`config.mk`:
```
export PLATFORM = sky130hd
export DESIGN_NAME = uart_paket_tx
export DESIGN_NICKNAME = d
export VERILOG_FILES = /design/src/rtl/uart_paket_tx.sv
export SDC_FILE = /design/constraint.sdc
export NUM_CORES = 1
export LEC_CHECK = 0
export ABC_AREA = 1
export BUFFER_PORTS_ARGS = -buffer_cell sky130_fd_sc_hd__buf_2
export CAP_MARGIN = 15
export CORE_MARGIN = 1
export CORE_UTILIZATION = 51
export DETAILED_ROUTE_END_ITERATION = 10
export GPL_ROUTABILITY_DRIVEN = 0
export GPL_TIMING_DRIVEN = 0
export PLACE_DENSITY = 0.79
export SLEW_MARGIN = 15
export SYNTH_ARGS = -nofsm -noshare
export SYNTH_HDL_FRONTEND = slang
export SYNTH_SLANG_ARGS = --single-unit
```
`constraint.sdc`:
```
create_clock -name clk -period 16.6 [get_ports clk]
set_input_delay 3.32 -clock clk [delete_from_list [all_inputs] [get_ports clk]]
set_output_delay 3.32 -clock clk [all_outputs]
set_load 0.01 [all_outputs]
```
`src/rtl/uart_paket_tx.sv`:
```
// -----------------------------------------------------------------------------
// uart_paket_tx
//
// Serial packet transmitter. On an accepted start request it latches a 128-bit
// payload and sends a 20-byte frame over one 8N1 UART line:
//   header[15:8], header[7:0], payload bytes MSB-first, sum[15:8], sum[7:0]
// where sum is the 16-bit wrap-around sum of the 16 payload bytes.
//
// Ports:
//   clk      - system clock, everything on the rising edge
//   rst      - synchronous active-high reset, aborts a frame immediately
//   send     - start request, honoured only while idle
//   data_in  - 128-bit payload, sampled in the cycle send is accepted
//   data_out - serial line, idle high, registered
//   busy     - high while a frame is in progress, registered
//   done     - one-cycle pulse when the last stop bit of a frame completes
// -----------------------------------------------------------------------------
module uart_paket_tx #(
  parameter int unsigned clk_freq  = 100_000_000,
  parameter int unsigned baud_rate = 115_200,
  parameter logic [15:0] baslik    = 16'hA55A
) (
  input  logic         clk,
  input  logic         rst,
  input  logic         send,
  input  logic [127:0] data_in,
  output logic         data_out,
  output logic         busy,
  output logic         done
);

  localparam int unsigned clks_per_bit = clk_freq / baud_rate;
  localparam int unsigned cnt_w        = (clks_per_bit > 1) ? $clog2(clks_per_bit) : 1;
  localparam logic [cnt_w-1:0] baud_last = cnt_w'(clks_per_bit - 1);
  localparam logic [4:0]       last_byte = 5'd19;

  typedef enum logic [1:0] {
    IDLE,
    START,
    DATA,
    STOP
  } state_t;

  state_t             state_q, state_d;
  logic [cnt_w-1:0]   baud_cnt_q, baud_cnt_d;
  logic [2:0]         bit_idx_q, bit_idx_d;
  logic [4:0]         byte_idx_q, byte_idx_d;
  logic [127:0]       payload_q, payload_d;
  logic [7:0]         shift_q, shift_d;
  logic               data_out_q, data_out_d;
  logic               busy_q, busy_d;
  logic               done_q, done_d;
  logic [15:0]        sum_w;

  // Wrap-around sum of the 16 zero-extended payload bytes.
  function automatic logic [15:0] payload_sum(input logic [127:0] p);
    logic [15:0] acc;
    acc = '0;
    for (int i = 0; i < 16; i++) begin
      acc = acc + {8'h00, p[8*i +: 8]};
    end
    return acc;
  endfunction

  // Byte number idx of the frame (idx 0 is loaded directly on acceptance).
  function automatic logic [7:0] frame_byte(input logic [4:0]   idx,
                                            input logic [127:0] p,
                                            input logic [15:0]  s);
    logic [7:0] b;
    b = baslik[15:8];
    if (idx == 5'd1) b = baslik[7:0];
    for (int i = 0; i < 16; i++) begin
      if (idx == 5'(i + 2)) b = p[127 - 8*i -: 8];
    end
    if (idx == 5'd18) b = s[15:8];
    if (idx == 5'd19) b = s[7:0];
    return b;
  endfunction

  assign sum_w = payload_sum(payload_q);

  // Next-state logic. Output values are computed for the state being entered
  // so the registered outputs change on the same edge as the state.
  always_comb begin
    state_d    = state_q;
    baud_cnt_d = baud_cnt_q;
    bit_idx_d  = bit_idx_q;
    byte_idx_d = byte_idx_q;
    payload_d  = payload_q;
    shift_d    = shift_q;
    data_out_d = data_out_q;
    busy_d     = busy_q;
    done_d     = 1'b0;

    case (state_q)
      IDLE: begin
        data_out_d = 1'b1;
        busy_d     = 1'b0;
        baud_cnt_d = '0;
        bit_idx_d  = '0;
        byte_idx_d = '0;
        if (send) begin
          payload_d  = data_in;
          shift_d    = baslik[15:8];
          state_d    = START;
          data_out_d = 1'b0;
          busy_d     = 1'b1;
        end
      end

      START: begin
        if (baud_cnt_q == baud_last) begin
          baud_cnt_d = '0;
          bit_idx_d  = '0;
          state_d    = DATA;
          data_out_d = shift_q[0];
        end else begin
          baud_cnt_d = baud_cnt_q + cnt_w'(1);
        end
      end

      DATA: begin
        if (baud_cnt_q == baud_last) begin
          baud_cnt_d = '0;
          if (bit_idx_q == 3'd7) begin
            state_d    = STOP;
            data_out_d = 1'b1;
          end else begin
            bit_idx_d  = bit_idx_q + 3'd1;
            data_out_d = shift_q[bit_idx_q + 3'd1];
          end
        end else begin
          baud_cnt_d = baud_cnt_q + cnt_w'(1);
        end
      end

      STOP: begin
        if (baud_cnt_q == baud_last) begin
          baud_cnt_d = '0;
          if (byte_idx_q < last_byte) begin
            // Back-to-back bytes: next start bit follows the stop bit directly.
            byte_idx_d = byte_idx_q + 5'd1;
            shift_d    = frame_byte(byte_idx_q + 5'd1, payload_q, sum_w);
            state_d    = START;
            data_out_d = 1'b0;
          end else begin
            // Byte index stays at its final value until IDLE clears it.
            done_d     = 1'b1;
            busy_d     = 1'b0;
            data_out_d = 1'b1;
            state_d    = IDLE;
          end
        end else begin
          baud_cnt_d = baud_cnt_q + cnt_w'(1);
        end
      end

      default: begin
        state_d    = IDLE;
        data_out_d = 1'b1;
        busy_d     = 1'b0;
      end
    endcase
  end

  // State and output registers; reset drops any frame in flight.
  always_ff @(posedge clk) begin
    if (rst) begin
      state_q    <= IDLE;
      baud_cnt_q <= '0;
      bit_idx_q  <= '0;
      byte_idx_q <= '0;
      payload_q  <= '0;
      shift_q    <= '0;
      data_out_q <= 1'b1;
      busy_q     <= 1'b0;
      done_q     <= 1'b0;
    end else begin
      state_q    <= state_d;
      baud_cnt_q <= baud_cnt_d;
      bit_idx_q  <= bit_idx_d;
      byte_idx_q <= byte_idx_d;
      payload_q  <= payload_d;
      shift_q    <= shift_d;
      data_out_q <= data_out_d;
      busy_q     <= busy_d;
      done_q     <= done_d;
    end
  end

  assign data_out = data_out_q;
  assign busy     = busy_q;
  assign done     = done_q;

endmodule

```
**Word-level counts from Yosys, hierarchy flattened**

Cells that the tools add are included.

- Input port bits: 131
- Bits in registers: 159
- Output and inout bits: 3
- Logic and storage cells: 127

- Reductions and logical operators: 12
- $add $sub $neg: 18
- Equal/unequal tests: 32
- Bitwise gates (word level): 2
- $lt $le $gt $ge: 2
- Multiplexer cells: 52

Operators with widths:

| cell | count |
|---|---|
| $mux W8 | 22 |
| $add A16 B8 Y16 | 7 |
| $eq A5 B4 Y1 const B | 8 |
| $eq A5 B3 Y1 const B | 4 |
| $eq A5 B5 Y1 const B | 4 |
| $pmux W10 S2 | 1 |
| $add A15 B8 Y16 | 1 |
| $ne A2 B2 Y1 const B | 8 |
| $pmux W8 S2 | 1 |
| $add A14 B8 Y15 | 1 |
| $add A13 B8 Y14 | 1 |
| $add A12 B8 Y13 | 1 |
| $add A11 B8 Y12 | 1 |
| $add A10 B8 Y11 | 1 |
| $mux W1 | 11 |
| $add A10 B1 Y10 const B | 1 |
| $add A9 B8 Y10 | 1 |
| $eq A10 B10 Y1 const B | 1 |
| $eq A5 B2 Y1 const B | 2 |
| $mux W10 | 1 |
| $mux W2 | 5 |
| $mux W5 | 2 |
| $pmux W5 S2 | 1 |
| $add A8 B8 Y9 | 1 |
| 23 further kinds | 31 |

**Logic depth before layout (Yosys ltp)**

- Depth in word-level cells: 24
- Gate-level depth with buffers: 32
- Depth with buffers taken out: 32

**Least setup slack after synthesis**

OpenSTA, ideal clock, no wires.

- Path type: reg2reg
- Start point: register payload_q[99]
- End point: register shift_q[3]
- Path buffers: 0
- Slack: 11.106 ns
- Data arrival time: 5.362 ns
- Required time: 16.468 ns
- Setup time: 0.132 ns
- Clock period less this slack: 5.494 ns
- Stages on the path, launching flop included: 31
- Path through: dfxtp_1 -> inv_1 -> fa_1 -> fa_1 -> inv_1 -> fa_1 -> fa_1 -> fa_1 -> inv_1 -> fa_1 -> inv_1 -> ha_1 -> a21oi_1 -> nor2_1 -> nor2_1 -> nor2_1 -> nor2_1 -> inv_1 -> a21oi_1 -> nor2_1 -> o21ai_0 -> nand2_1 -> nand2_1 -> nand2_1 -> a21oi_1 -> xor2_1 -> nand2_1 -> nand2_1 -> nand2_1 -> nand2_1 -> a21oi_1

- Cells in the longest elaborated chain, start to end: 18
- Elaborated cells on any way between the ends: 22
- Classes of those cells: add/sub: 4; mux: 18

RTL lines:

| element | line | text |
|---|---|---|
| start: declaration | 48 | `logic [127:0] payload_q, payload_d;` |
| start signal: assignment | 183 | `payload_q <= payload_d;` |
| branches (longest 14 deep; another with $add A16 B8 Y16) | n/a |  |
| $mux W8 * | 76 | `if (idx == 5'd19) b = s[7:0];` |
| $mux W8 * | 140 | `if (byte_idx_q < last_byte) begin` |
| $mux W8 * | 138 | `if (baud_cnt_q == baud_last) begin` |
| $pmux W8 S2 * | 95 | `case (state_q)` |
| end signal: assignment | 184 | `shift_q <= shift_d;` |
| end: declaration | 49 | `logic [7:0] shift_q, shift_d;` |

Every way passes the cells marked *. The select of a mux whose other input is x is not followed.
A chain may end at the register's enable or synchronous reset.

**Final worst setup path**

- Start point: register payload_q[27]
- End point: register shift_q[3]

- Cells in the longest elaborated chain, start to end: 18
- Elaborated cells on any way between the ends: 22
- Classes of those cells: add/sub: 13; mux: 9

RTL lines:

| element | line | text |
|---|---|---|
| $add A10 B8 Y11 | 60 | `acc = acc + {8'h00, p[8*i +: 8]};` |
| $add A11 B8 Y12 | 60 |  |
| $add A12 B8 Y13 | 60 |  |
| $add A13 B8 Y14 | 60 |  |
| $add A14 B8 Y15 | 60 |  |
| $add A15 B8 Y16 | 60 |  |
| $add A16 B8 Y16 (7 in a row) | 60 |  |
| $mux W8 | 75 | `if (idx == 5'd18) b = s[15:8];` |
| $mux W8 * | 76 |  |
| $mux W8 * | 140 |  |
| $mux W8 * | 138 |  |
| $pmux W8 S2 * | 95 |  |

Every way passes the cells marked *; elsewhere a longest branch is shown, timed or not. The select of a mux whose other input is x is not followed.

==> flow_summary.toml <==
[worst_setup_path]
rr_worst_depth = 30
crit_required_ns = 16.91
rr_endpoint = "shift_q[3]$_SDFFE_PP0P_"
worstSetupPathType = "reg -> reg"
crit_path_start_kind = "flop"
slowest_stage = "fa_1"
arrival_ns = 6.28
cp_max_fo = 3
path_common_cell = "nand2_1"
ff2ff_setup_slack_ns = 10.63
cpPeakStageDelay_ns = 0.62
rr_startpoint = "payload_q[27]$_SDFFE_PP0P_"
critPathCaptureType = "flop"

[timing]
slew_violations = 0
tightestPinTransition_ns = 0.9105
final_hold_viol_count = 0
setup_viol = 0
fin_skew_ns = 0.009518
tns_ns = 0
rsz0062_at_grt = "false"
slew_headroom_pct = 39.30
finalCritPeriodShare_pct = 35.98
worst_hold_slack_ns = 0.4471
max_freq_mhz = 167.4
fin_crit_ns = 5.972

[floorplan]
rows = 52
dieArea_sq_um = 21460
core_sq_um = 20360
die_x_um = 146.5
initial_core_util_pct = 52.28
pin_count = 134
die_y_um = 146.5

[drt]
viasPerCell = 5.253
routedWlPerCell_um = 16.09
antenna_left = 0
drt_iter0_markers = 728
drt_first_pass_iters = 5
wirelength_um = 29460
drc = 0
vias = 9619

[clock_network]
cts.path.max_buffers = 2
clk_transition_reported_paths_ns = 0.06
clock_latency_ns = 0.45
cts_made_buffers = 17
cts_tree = "built"
cts_setup_buffers = 0
cts_sinks = 159
htreeDepth = 4
cts_hold_buf = 0
cts_resized = 0
root_buffer = "clkbuf_16"

[synth]
synth.largest_area_cell = "dfxtp_1"
syn_area_per_cell_sq_um = 7.626
ys_types = 42
yosysWarnings = 0
ys_top_cells_by_area = "dfxtp_1, fa_1, inv_1"
yosysSeqAreaShare_pct = 29.90
netlist_area_sq_um = 10650
syn_nets = 1670
synth-seq-cells = 159
syn_inst = 1396
yosysTopAreaCellShare_pct = 29.90

[final_layout]
syn2layout_area_growth_pct = 14.63
nNetsFinal = 1822
drive_gt1_share_pct = 13.13
multiInputGateArea_sq_um = 6304
fill_cells = 1778
regArea_sq_um = 3183
diodes = 0

[hold_path]
hold_depth = 1
worstHoldStart = "baud_cnt_q[0]$_SDFF_PP0_"
min_to = "baud_cnt_q[0]$_SDFF_PP0_"
hp-class = "reg -> reg"

[global_routing]
grt_overflow_total = 0
antenna_found_initial = 0
grt_pass1_wl_um = 47040
grt_start_max_net_pins = 17
grt.total_usage_pct = 28.59
grt_pass1_vias = 9371

[place]
dp_hpwl_um = 23260
io_buffers = 133

[status]
status = "completed"

[run]
drv_cap = 0
-- kinds of logic after synthesis --
| kind of cell | Yosys count | share of synthesized area (%) |
|---|---|---|
| flops | 159 | 29.90 |
| buf+inv | 307 | 10.89 |
| fa+ha+maj | 143 | 24.42 |
| xor+xnor | 5 | 0.4114 |
| simple gates | 449 | 18.31 |
| compound gates | 333 | 16.07 |
-- cells in the mapped netlist, drive strengths merged --
library cell	n
a311oi	1
a21oi	156
clkbuf	46
dfxtp	159
xnor2	2
o22ai	1
buf	2
o21a	1
nor2	172
or2	13
o31ai	2
inv	256
o21ai	163
nand4	5
ha	35
xor2	3
o211ai	3
fa	108
a211oi	2
nor4	4
o2111ai	1
nand3b	2
nor3	7
a31oi	3
nand2	197
nand3	49
clkinv	3
-- through the flow --
step / utilization, % / instance area [sq um] / worst slack, ns / std cells
after floorplan: - / 10650 / 11.11 / 1396
after global placement: 57.21 / 11650 / 10.72 / 1799
after detailed placement: 57.21 / 11650 / 10.69 / 1799
after CTS: 59.93 / 12200 / 10.64 / 1831
after global routing: 59.93 / 12200 / 10.17 / 1831
final: 59.93 / 12200 / 10.63 / 1831
-- cells in the final DEF (no fill, tap or decap), types with 35 or more instances in the layout --
master	synthesis	layout
inv_1	249	249
nand2_1	192	192
nor2_1	163	163
dfxtp_1	159	159
a21oi_1	153	153
o21ai_0	146	146
buf_2	1	134
fa_1	108	108
clkbuf_1	46	48
nand3_1	43	43
ha_1	35	35
-- metal layers --
metal,track usage (%),share of wire (%)
met5,0,0
met4,12.50,3.4
met3,4.844,7.0
met2,47.55,48
met1,36.61,42
-- critical path, delay by kind of cell (launching register included) --
family | cells | cell delay (ns)
compound gates | 5 | 0.68
xor+xnor | 1 | 0.18
fa+ha+maj | 7 | 3.45
buf+inv | 5 | 0.31
flops | 1 | 0.33
simple gates | 12 | 0.86
-- sequential cells by signal, summed over array words and instances, names as in the netlist --
register    cells
bit_idx_q       3
state_q         2
payload_q     128
byte_idx_q      5
data_out        1
baud_cnt_q     10
done            1
shift_q         8
busy            1
-- how the worst max path moves through the flow --
stage,end,slack [ns],from,depth (start not counted)
finish,shift_q[3]$_SDFFE_PP0P_,10.63,payload_q[27]$_SDFFE_PP0P_,30
global placement,shift_q[3]$_SDFFE_PP0P_,10.72,payload_q[99]$_SDFFE_PP0P_,30
floorplan,shift_q[3]$_SDFFE_PP0P_,11.11,payload_q[99]$_SDFFE_PP0P_,30
detailed placement,shift_q[3]$_SDFFE_PP0P_,10.69,payload_q[27]$_SDFFE_PP0P_,30
CTS,shift_q[3]$_SDFFE_PP0P_,10.64,payload_q[27]$_SDFFE_PP0P_,30
global route,shift_q[3]$_SDFFE_PP0P_,10.17,payload_q[27]$_SDFFE_PP0P_,30
-- layout make-up --
type,instances,share of cell area (%)
inverters,259,7.986
well taps,270,2.768
repair buffers,133,5.454
plain buffers,48,1.517
clock buffers,22,3.886
flip-flops and latches,159,26.08
clock inverters,10,0.6561
multi-input cells,930,51.65
Power is left out: the tool's default activity adds up to more than one toggle a clock period on the data nets, which glitch-free logic cannot reach.
